`src/rtl/if_fetch_unit_pkg.sv`:
```
// -----------------------------------------------------------------------------
// if_fetch_unit_pkg
// Shared pipeline defines for the instruction fetch stage: FSM state
// encodings, the default reset PC, the bubble word driven into IF/ID when no
// instruction is presented, and the output-buffer entry layout.
// -----------------------------------------------------------------------------
package if_fetch_unit_pkg;

  // Fetch FSM states.
  //   S_REQ  : free to issue a read at pc_q
  //   S_WAIT : one read outstanding, its data will be kept
  //   S_DROP : one read outstanding, but a redirect made it stale
  typedef enum logic [1:0] {
    S_REQ  = 2'd0,
    S_WAIT = 2'd1,
    S_DROP = 2'd2
  } fetch_state_e;

  localparam logic [31:0] RESET_PC_DEFAULT = 32'h0000_0000;

  // Bubble encoding shared with the IF/ID flush path.
  localparam logic [31:0] BUBBLE_WORD = 32'd0;

  localparam logic [31:0] INSTR_BYTES = 32'd4;

  typedef struct packed {
    logic        valid;
    logic [31:0] pc;
    logic [31:0] instr;
    logic [31:0] pc_add4;
  } fetch_entry_t;

  localparam fetch_entry_t BUBBLE_ENTRY = '{
    valid:   1'b0,
    pc:      BUBBLE_WORD,
    instr:   BUBBLE_WORD,
    pc_add4: BUBBLE_WORD
  };

  // Instructions are word aligned; low address bits of a target are ignored.
  function automatic logic [31:0] align_pc(input logic [31:0] pc);
    return {pc[31:2], 2'b00};
  endfunction

endpackage

```
`src/rtl/if_fetch_unit_fetch_buffer.sv`:
```
// -----------------------------------------------------------------------------
// fetch_buffer
// One-entry output buffer holding the instruction presented to IF/ID.
//   clk_i, rst_i      : clock, asynchronous active-low reset
//   flush_i           : drop the entry (redirect), highest priority
//   load_i            : capture a returning instruction
//   load_pc_i/...     : fields of the instruction being captured
//   stall_i           : decode hold; while high a valid entry is kept
//   valid_o, pc_o,
//   instr_o, pc_add4_o: presented triple, all-zero when not valid
// -----------------------------------------------------------------------------
module fetch_buffer
  import if_fetch_unit_pkg::*;
(
  input  logic        clk_i,
  input  logic        rst_i,
  input  logic        flush_i,
  input  logic        load_i,
  input  logic [31:0] load_pc_i,
  input  logic [31:0] load_instr_i,
  input  logic [31:0] load_pc_add4_i,
  input  logic        stall_i,
  output logic        valid_o,
  output logic [31:0] pc_o,
  output logic [31:0] instr_o,
  output logic [31:0] pc_add4_o
);

  fetch_entry_t buf_q, buf_d;

  // A load wins over consumption so a fetch issued in the consuming cycle can
  // refill the entry. An empty entry is always stored as the bubble word, so
  // the outputs need no extra gating.
  always_comb begin
    buf_d = buf_q;
    if (flush_i) begin
      buf_d = BUBBLE_ENTRY;
    end else if (load_i) begin
      buf_d.valid   = 1'b1;
      buf_d.pc      = load_pc_i;
      buf_d.instr   = load_instr_i;
      buf_d.pc_add4 = load_pc_add4_i;
    end else if (buf_q.valid && !stall_i) begin
      buf_d = BUBBLE_ENTRY;
    end
  end

  always_ff @(posedge clk_i or negedge rst_i) begin
    if (!rst_i) buf_q <= BUBBLE_ENTRY;
    else        buf_q <= buf_d;
  end

  assign valid_o   = buf_q.valid;
  assign pc_o      = buf_q.pc;
  assign instr_o   = buf_q.instr;
  assign pc_add4_o = buf_q.pc_add4;

endmodule

```
`src/rtl/if_fetch_unit.sv`:
```
// -----------------------------------------------------------------------------
// if_fetch_unit
// Instruction fetch stage: walks pc_q through instruction memory with at most
// one read in flight and presents each returned instruction to IF/ID through
// a one-entry buffer.
//   clk_i, rst_i          : clock, asynchronous active-low reset
//   stall_i               : decode hold (ID_redo)
//   redirect_i,
//   redirect_pc_i         : branch/jump flush and its new target
//   imem_req_o,
//   imem_addr_o           : single-cycle read request, address = pc_q
//   imem_rvalid_i,
//   imem_rdata_i          : read response, one or more cycles after request
//   pc_o, instr_o,
//   pc_add4_o, valid_o    : presented instruction triple for IF/ID
// -----------------------------------------------------------------------------
module if_fetch_unit
  import if_fetch_unit_pkg::*;
#(
  parameter logic [31:0] RESET_PC = RESET_PC_DEFAULT
) (
  input  logic        clk_i,
  input  logic        rst_i,
  input  logic        stall_i,
  input  logic        redirect_i,
  input  logic [31:0] redirect_pc_i,
  output logic        imem_req_o,
  output logic [31:0] imem_addr_o,
  input  logic        imem_rvalid_i,
  input  logic [31:0] imem_rdata_i,
  output logic [31:0] pc_o,
  output logic [31:0] instr_o,
  output logic [31:0] pc_add4_o,
  output logic        valid_o
);

  fetch_state_e state_q, state_d;
  logic [31:0]  pc_q, pc_d;
  logic [31:0]  pc_add4;
  logic         buf_load;

  assign pc_add4 = pc_q + INSTR_BYTES;  // wraps 32'hFFFF_FFFC -> 0

  // Issue only when the returning word will have somewhere to go: the buffer
  // is empty or is being consumed this cycle. rst_i gates the request so the
  // memory sees nothing while reset is held, yet the first request goes out
  // in the same cycle reset is released.
  assign imem_req_o  = rst_i && (state_q == S_REQ) && (!valid_o || !stall_i)
                       && !redirect_i;
  assign imem_addr_o = pc_q;

  always_comb begin
    state_d  = state_q;
    pc_d     = pc_q;
    buf_load = 1'b0;

    if (redirect_i) begin
      pc_d = align_pc(redirect_pc_i);
      unique case (state_q)
        S_REQ:  state_d = S_REQ;
        // A read is still in flight: if it lands this very cycle it is simply
        // discarded, otherwise remember to drop it when it arrives.
        S_WAIT: state_d = imem_rvalid_i ? S_REQ : S_DROP;
        // The stale read is still owed; a response landing together with the
        // redirect settles it, otherwise keep waiting for it.
        S_DROP: state_d = imem_rvalid_i ? S_REQ : S_DROP;
        default: state_d = S_REQ;
      endcase
    end else begin
      unique case (state_q)
        S_REQ: begin
          if (imem_req_o) state_d = S_WAIT;
        end
        S_WAIT: begin
          if (imem_rvalid_i) begin
            buf_load = 1'b1;
            pc_d     = pc_add4;
            state_d  = S_REQ;
          end
        end
        S_DROP: begin
          if (imem_rvalid_i) state_d = S_REQ;
        end
        default: state_d = S_REQ;
      endcase
    end
  end

  always_ff @(posedge clk_i or negedge rst_i) begin
    if (!rst_i) begin
      state_q <= S_REQ;
      pc_q    <= RESET_PC;
    end else begin
      state_q <= state_d;
      pc_q    <= pc_d;
    end
  end

  fetch_buffer u_fetch_buffer (
    .clk_i          (clk_i),
    .rst_i          (rst_i),
    .flush_i        (redirect_i),
    .load_i         (buf_load),
    .load_pc_i      (pc_q),
    .load_instr_i   (imem_rdata_i),
    .load_pc_add4_i (pc_add4),
    .stall_i        (stall_i),
    .valid_o        (valid_o),
    .pc_o           (pc_o),
    .instr_o        (instr_o),
    .pc_add4_o      (pc_add4_o)
  );

endmodule
```
`config.mk`:
```
export PLATFORM = sky130hd
export DESIGN_NAME = if_fetch_unit
export DESIGN_NICKNAME = d
export VERILOG_FILES = /design/src/rtl/if_fetch_unit_pkg.sv /design/src/rtl/if_fetch_unit_fetch_buffer.sv /design/src/rtl/if_fetch_unit.sv
export SDC_FILE = /design/constraint.sdc
export NUM_CORES = 1
export LEC_CHECK = 0
export ABC_AREA = 1
export ABC_CLOCK_PERIOD_IN_PS = 1600
export CAP_MARGIN = 20
export CORE_MARGIN = 4
export CORE_UTILIZATION = 42
export CTS_CLUSTER_SIZE = 30
export DETAILED_ROUTE_END_ITERATION = 6
export GPL_TIMING_DRIVEN = 0
export PLACE_DENSITY = 0.76
export REMOVE_ABC_BUFFERS = 1
export SLEW_MARGIN = 15
export SYNTH_ARGS = -nofsm -noshare
export SYNTH_HDL_FRONTEND = slang
export SYNTH_SLANG_ARGS = --single-unit
```
`constraint.sdc`:
```
create_clock -name clk_i -period 1.6 [get_ports clk_i]
set_input_delay 0.16 -clock clk_i [delete_from_list [all_inputs] [get_ports clk_i]]
set_output_delay 0.16 -clock clk_i [all_outputs]
set_load 0.02 [all_outputs]
```
### After elaboration in Yosys (flattened, before gate mapping)

Cells that the tools add are included.

| word-level totals | value |
|---|---|
| register bits | 131 |
| output and inout port bits | 130 |
| bits of input ports | 69 |
| logic and storage cells | 41 |

| operators by class | value |
|---|---|
| reduce and logical (&&, ||, !) cells | 15 |
| $add $sub $neg | 1 |
| equal/unequal tests | 4 |
| multiplexer cells | 15 |

Operators with widths:

| operator | number |
|---|---|
| $mux 97 | 3 |
| $mux 32 | 3 |
| $add 32x3->32 const B | 1 |
| $mux 2 | 5 |
| $logic_and 1x1->1 | 4 |
| $pmux 2 s2 | 1 |
| $reduce_and 2->1 | 2 |
| $reduce_bool 2->1 | 2 |
| $logic_not 1->1 | 3 |
| $mux 1 | 3 |
| $ne 3x1->1 const B | 1 |
| $ne 3x3->1 const B | 1 |
| $reduce_bool 3->1 | 1 |
| $eq 2x1->1 const B | 1 |
| $eq 2x2->1 const B | 1 |
| $logic_not 2->1 | 1 |
| $reduce_or 2->1 | 1 |
| $logic_or 1x1->1 | 1 |

### Longest topological paths before layout

| logic depth | value |
|---|---|
| depth after elaboration | 7 |
| mapped depth | 11 |
| depth with buffers taken out | 10 |

### Cells and area by module

From an unflattened synthesis, not the netlist that was laid out.

| unflattened totals | value |
|---|---|
| cell total of the unflattened synthesis | 795 |
| area total of the unflattened synthesis | 6,259.8 µm² |

By module, submodules not included:

| module | instances | area an instance (µm²) | cells an instance | seq. area each (µm²) |
|---|---|---|---|---|
| fetch_buffer | 1 | 3,849.9 | 423 | 2,427.3 |
| if_fetch_unit | 1 | 2,409.8 | 372 | 800.8 |

### Least setup slack after synthesis

No wires, ideal clock.

| timing | value |
|---|---|
| path kind | register to register |
| start point | register pc_q[2], in the netlist imem_addr_o[2] |
| end point | register pc_q[28], in the netlist imem_addr_o[28] |
| stages on the path, launching flop included | 11 |
| clock period less this slack | 1,522 ps |
| data arrival time | 1,404 ps |
| required time | 1,482 ps |
| library setup time | 118 ps |
| path buffers | 0 |
| path slack | 78 ps |
| cell sequence | dfrtp_1 ha_1 nand2_2 inv_1 nand2_1 nor2_4 nand2_1 nand2_1 nand2_1 nand2_1 nand2_1 |

| between the ends | value |
|---|---|
| cells in the longest elaborated chain, start to end | 4 |

Ends and longest elaborated chain:

| element | RTL line | source |
|---|---|---|
| from (decl) | if_fetch_unit.sv:38 | `logic [31:0] pc_q, pc_d;` |
| from (signal assigned) | if_fetch_unit.sv:95 | `pc_q <= pc_d;` |
| $add 32x3->32 | if_fetch_unit.sv:42 | `assign pc_add4 = pc_q + INSTR_BYTES;` |
| $mux 32 | if_fetch_unit.sv:75 | `if (imem_rvalid_i) begin` |
| $mux 32 | if_fetch_unit.sv:70 | `unique case (state_q)` |
| $mux 32 | if_fetch_unit.sv:57 | `if (redirect_i) begin` |

No other way between the ends. The select of a mux whose other input is x is not followed.
A chain may end at the register's enable or synchronous reset.

### Worst setup path in the final report

| timing | value |
|---|---|
| start point | register state_q[0] |
| end point | register u_fetch_buffer.buf_q (netlist bit u_fetch_buffer.pc_o[24]) |

| between the ends | value |
|---|---|
| cells in the longest elaborated chain, start to end | 5 |
| elaborated cells between the ends (all ways) | 6 |
| classes of those cells | eq/ne (1); mux (4); reduce/logical (1) |

Ends and longest elaborated chain:

| element | RTL line | source |
|---|---|---|
| from (decl) | if_fetch_unit.sv:37 | `fetch_state_e state_q, state_d;` |
| from (signal assigned) | if_fetch_unit.sv:94 | `state_q <= state_d;` |
| $eq 2x1->1 * | if_fetch_unit.sv:70 |  |
| $mux 1 * | if_fetch_unit.sv:70 |  |
| $mux 1 * | if_fetch_unit.sv:57 |  |
| $mux 97 | if_fetch_unit_fetch_buffer.sv:38 | `end else if (load_i) begin` |
| $mux 97 | if_fetch_unit_fetch_buffer.sv:36 | `if (flush_i) begin` |
| to (signal assigned) | if_fetch_unit_fetch_buffer.sv:50 | `else buf_q <= buf_d;` |
| to (decl) | if_fetch_unit_fetch_buffer.sv:29 | `fetch_entry_t buf_q, buf_d;` |

Mark *: on every way between the ends. The rest lies on a longest branch, timed or not.

==> reports/results.ini <==
[synth]
syn_area_per_cell_um2=8.63
post_synth_instance_area_um2=5770
synthCells=669
ys_warn_count=0
ys_seq_elements=126
synthDistinctLibCells=30
seq_area_frac_synth_pct=54.6

[power]
p_leak_nw=4.71
power_mw=10.4
ir_drop_uv=704
power_density_nw_per_um2=1140

[cts]
htree_levels=4
cts_made_buffers=17
clock_path_buffers=2
cts_tree=built
numClockSinks=126
worstSkewPairLatency_ns=0.42
cts-root-buf=clkbuf_16
clk_pin_slew_worst_paths_ns=0.05

[drt]
routed_wl_um=19300
wl_per_cell_um=18.0
drtPass1Iterations=5
drc_errors=0
drtAntennaViolNets=0
vias=5417
vias_per_cell=5.05
drt_first_iter_violations=354

[sta]
timing.final.hold_violations=54
whs_ns=-0.300
rsz0062_at_grt=yes
relSlewSlack_pct=63.8
min_period_ns=1.64
setup_viol=47
finalCritPeriodShare_pct=103
worst_pin_slew_ns=0.543
setup_slack_ns=-0.0410
drv_slew=0
skew_ns=0.0102
fmaxAchievable_mhz=609

[worst_setup_path]
cp.arrival_ns=1.98
startpoint_type=register
cp-end-kind=register
worst-path-max-fanout=8
crit_path_start=state_q[0]$_DFFE_PN0P_
worst_ep_required_time_ns=1.94
path_class=reg -> reg
r2r_start=state_q[0]$_DFFE_PN0P_

[place]
gp_congestion=0.854
numPortBuffers=194
dpl.hpwl_um=11800
place_ws_ns=-0.884

[final_layout]
drive_gt1_share_pct=17.5
final_cell_mix=207 x nand2_1, 134 x clkdlybuf4s50_1, 115 x dfrtp_1
mostFrequentLayoutCell=nand2_1
area_delta_synth_final_pct=58.2
fin_nets=959
insertedDiodeCount=0

[outcome]
status=finished with violations
violations=negative hold slack, negative setup slack

[global_routing]
grtUsageTotal_pct=24.1
grt_pass1_wl_um=29500
grt_pass1_vias=5369
grt_max_degree=73
grt_overflow=0
antenna_found_initial=0

[floorplanning]
core_area_um2=13300
die_w_um=125
start_util_pct=43.3
die_area_um2=15700
pin_count=199
die_h_um=125
fp-row-count=42

[flow_run]
maxCapViolCount=0

[worst_hold_path]
min_path_type=in -> async

where the power goes:
group / internal [mW] / switching (mW)
sequential: 3.57 / 0.348
combinational: 1.45 / 1.78
clock: 1.95 / 1.33
flip-flops by register name, summed over array words and instances (netlist names):
name                      cells
imem_addr_o                  30
state_q                       2
u_fetch_buffer.instr_o       32
u_fetch_buffer.pc_add4_o     31
u_fetch_buffer.pc_o          30
u_fetch_buffer.valid_o        1
per-stage QoR:
step	cell area, um^2	util (%)	TNS (ns)	hold WS (ns)	cells
4_1_cts	8690	65.1	-0.215	-0.278	1065
2_1_floorplan	5570	-	-48.62	-0.136	639
6_report	9130	68.4	-0.676	-0.300	1072
3_5_place_dp	7860	58.9	-86.27	0.163	1014
5_1_grt	9130	68.4	-5.68	-0.260	1072
3_3_place_gp	7730	57.9	-907.72	0.454	1009
layer usage:
layer  global-route usage [%]  vias to the layer above  wire (um)
met5                        0                        -          0
li1                         -                     2587          -
met4                     7.40                        0        491
met3                     7.63                       33       1310
met1                     31.7                     2599       8410
met2                     38.2                      198       9130
cell usage after synthesis:
| master | count | area share [%] |
|---|---|---|
| a22o_1 | 34 | 5.2 |
| clkbuf_1 | 8 | 0.52 |
| xor2_1 | 5 | 0.76 |
| inv_2 | 4 | 0.26 |
| o21ai_0 | 43 | 3.7 |
| buf_2 | 7 | 0.61 |
| a31oi_1 | 1 | 0.11 |
| ha_1 | 3 | 0.65 |
| nand4_1 | 1 | 0.11 |
| a21oi_1 | 3 | 0.26 |
| nor3_1 | 1 | 0.087 |
| o32ai_1 | 1 | 0.15 |
| buf_1 | 1 | 0.065 |
| buf_6 | 7 | 1.4 |
| nor2_2 | 9 | 0.98 |
| nand3b_1 | 1 | 0.13 |
| o211ai_1 | 8 | 1.0 |
| nand3_2 | 2 | 0.35 |
| nand2_2 | 7 | 0.76 |
| nor2_4 | 6 | 1.2 |
| dfrtp_1 | 126 | 55 |
| o21ai_1 | 11 | 0.95 |
| inv_1 | 61 | 4.0 |
| nand3_1 | 35 | 3.0 |
| buf_4 | 8 | 1.0 |
| nand2_1 | 230 | 15 |
| o21ai_2 | 1 | 0.15 |
| nor2_1 | 42 | 2.7 |
| conb_1 | 1 | 0.065 |
| o21bai_1 | 2 | 0.26 |
cells by family after synthesis:
family | Yosys count | synth area share, %
fa+ha+maj | 3 | 0.650
xor+xnor | 5 | 0.758
flops | 126 | 54.6
compound gates | 104 | 11.8
buf+inv | 96 | 7.82
other cells | 1 | 0.0649
simple gates | 334 | 24.3
layout make-up:
type | instances | area, um^2
Fill cell | 1046 | 4210
Timing Repair inverter | 4 | 56.3
Sequential cell | 126 | 3170
Clock inverter | 9 | 50.0
Timing Repair Buffer | 225 | 2510
Multi-Input combinational cell | 448 | 2400
Inverter | 65 | 289
Clock buffer | 19 | 443
Tap cell | 176 | 220
what timing repair did:
item	4_1_cts	5_1_grt
buffers inserted	15	3
gates resized for setup	67	138
pin swaps	6	8
setup endpoints to repair	155	138
endpoints found under the hold margin	54	54
cloned	8	4
worst paths after layout:
path / end / slack [ns] / cells after the start
min in group clk_i: state_q[0]$_DFFE_PN0P_ / 0.06 / 2
min reg2reg: u_fetch_buffer.pc_add4_o[19]$_DFFE_PN0P_ / 0.48 / 2
min: state_q[0]$_DFFE_PN0P_ / -0.30 / 1
max reg2reg: u_fetch_buffer.pc_o[24]$_DFFE_PN0P_ / -0.04 / 9
max in group asynchronous: imem_addr_o[16]$_DFFE_PN0N_ / 1.13 / 2
max: u_fetch_buffer.pc_o[24]$_DFFE_PN0P_ / -0.04 / 9
worst max-delay path, cell delays in order (launching register included):
cell	delay [ns]
dfrtp_1	0.42
ha_4	0.18
nand2_4	0.08
inv_4	0.04
nor2_4	0.17
o21ai_4	0.11
bufinv_16	0.25
buf_16	0.14
nand2_1	0.06
o21ai_1	0.08
Power figures use the tool's default switching activity.
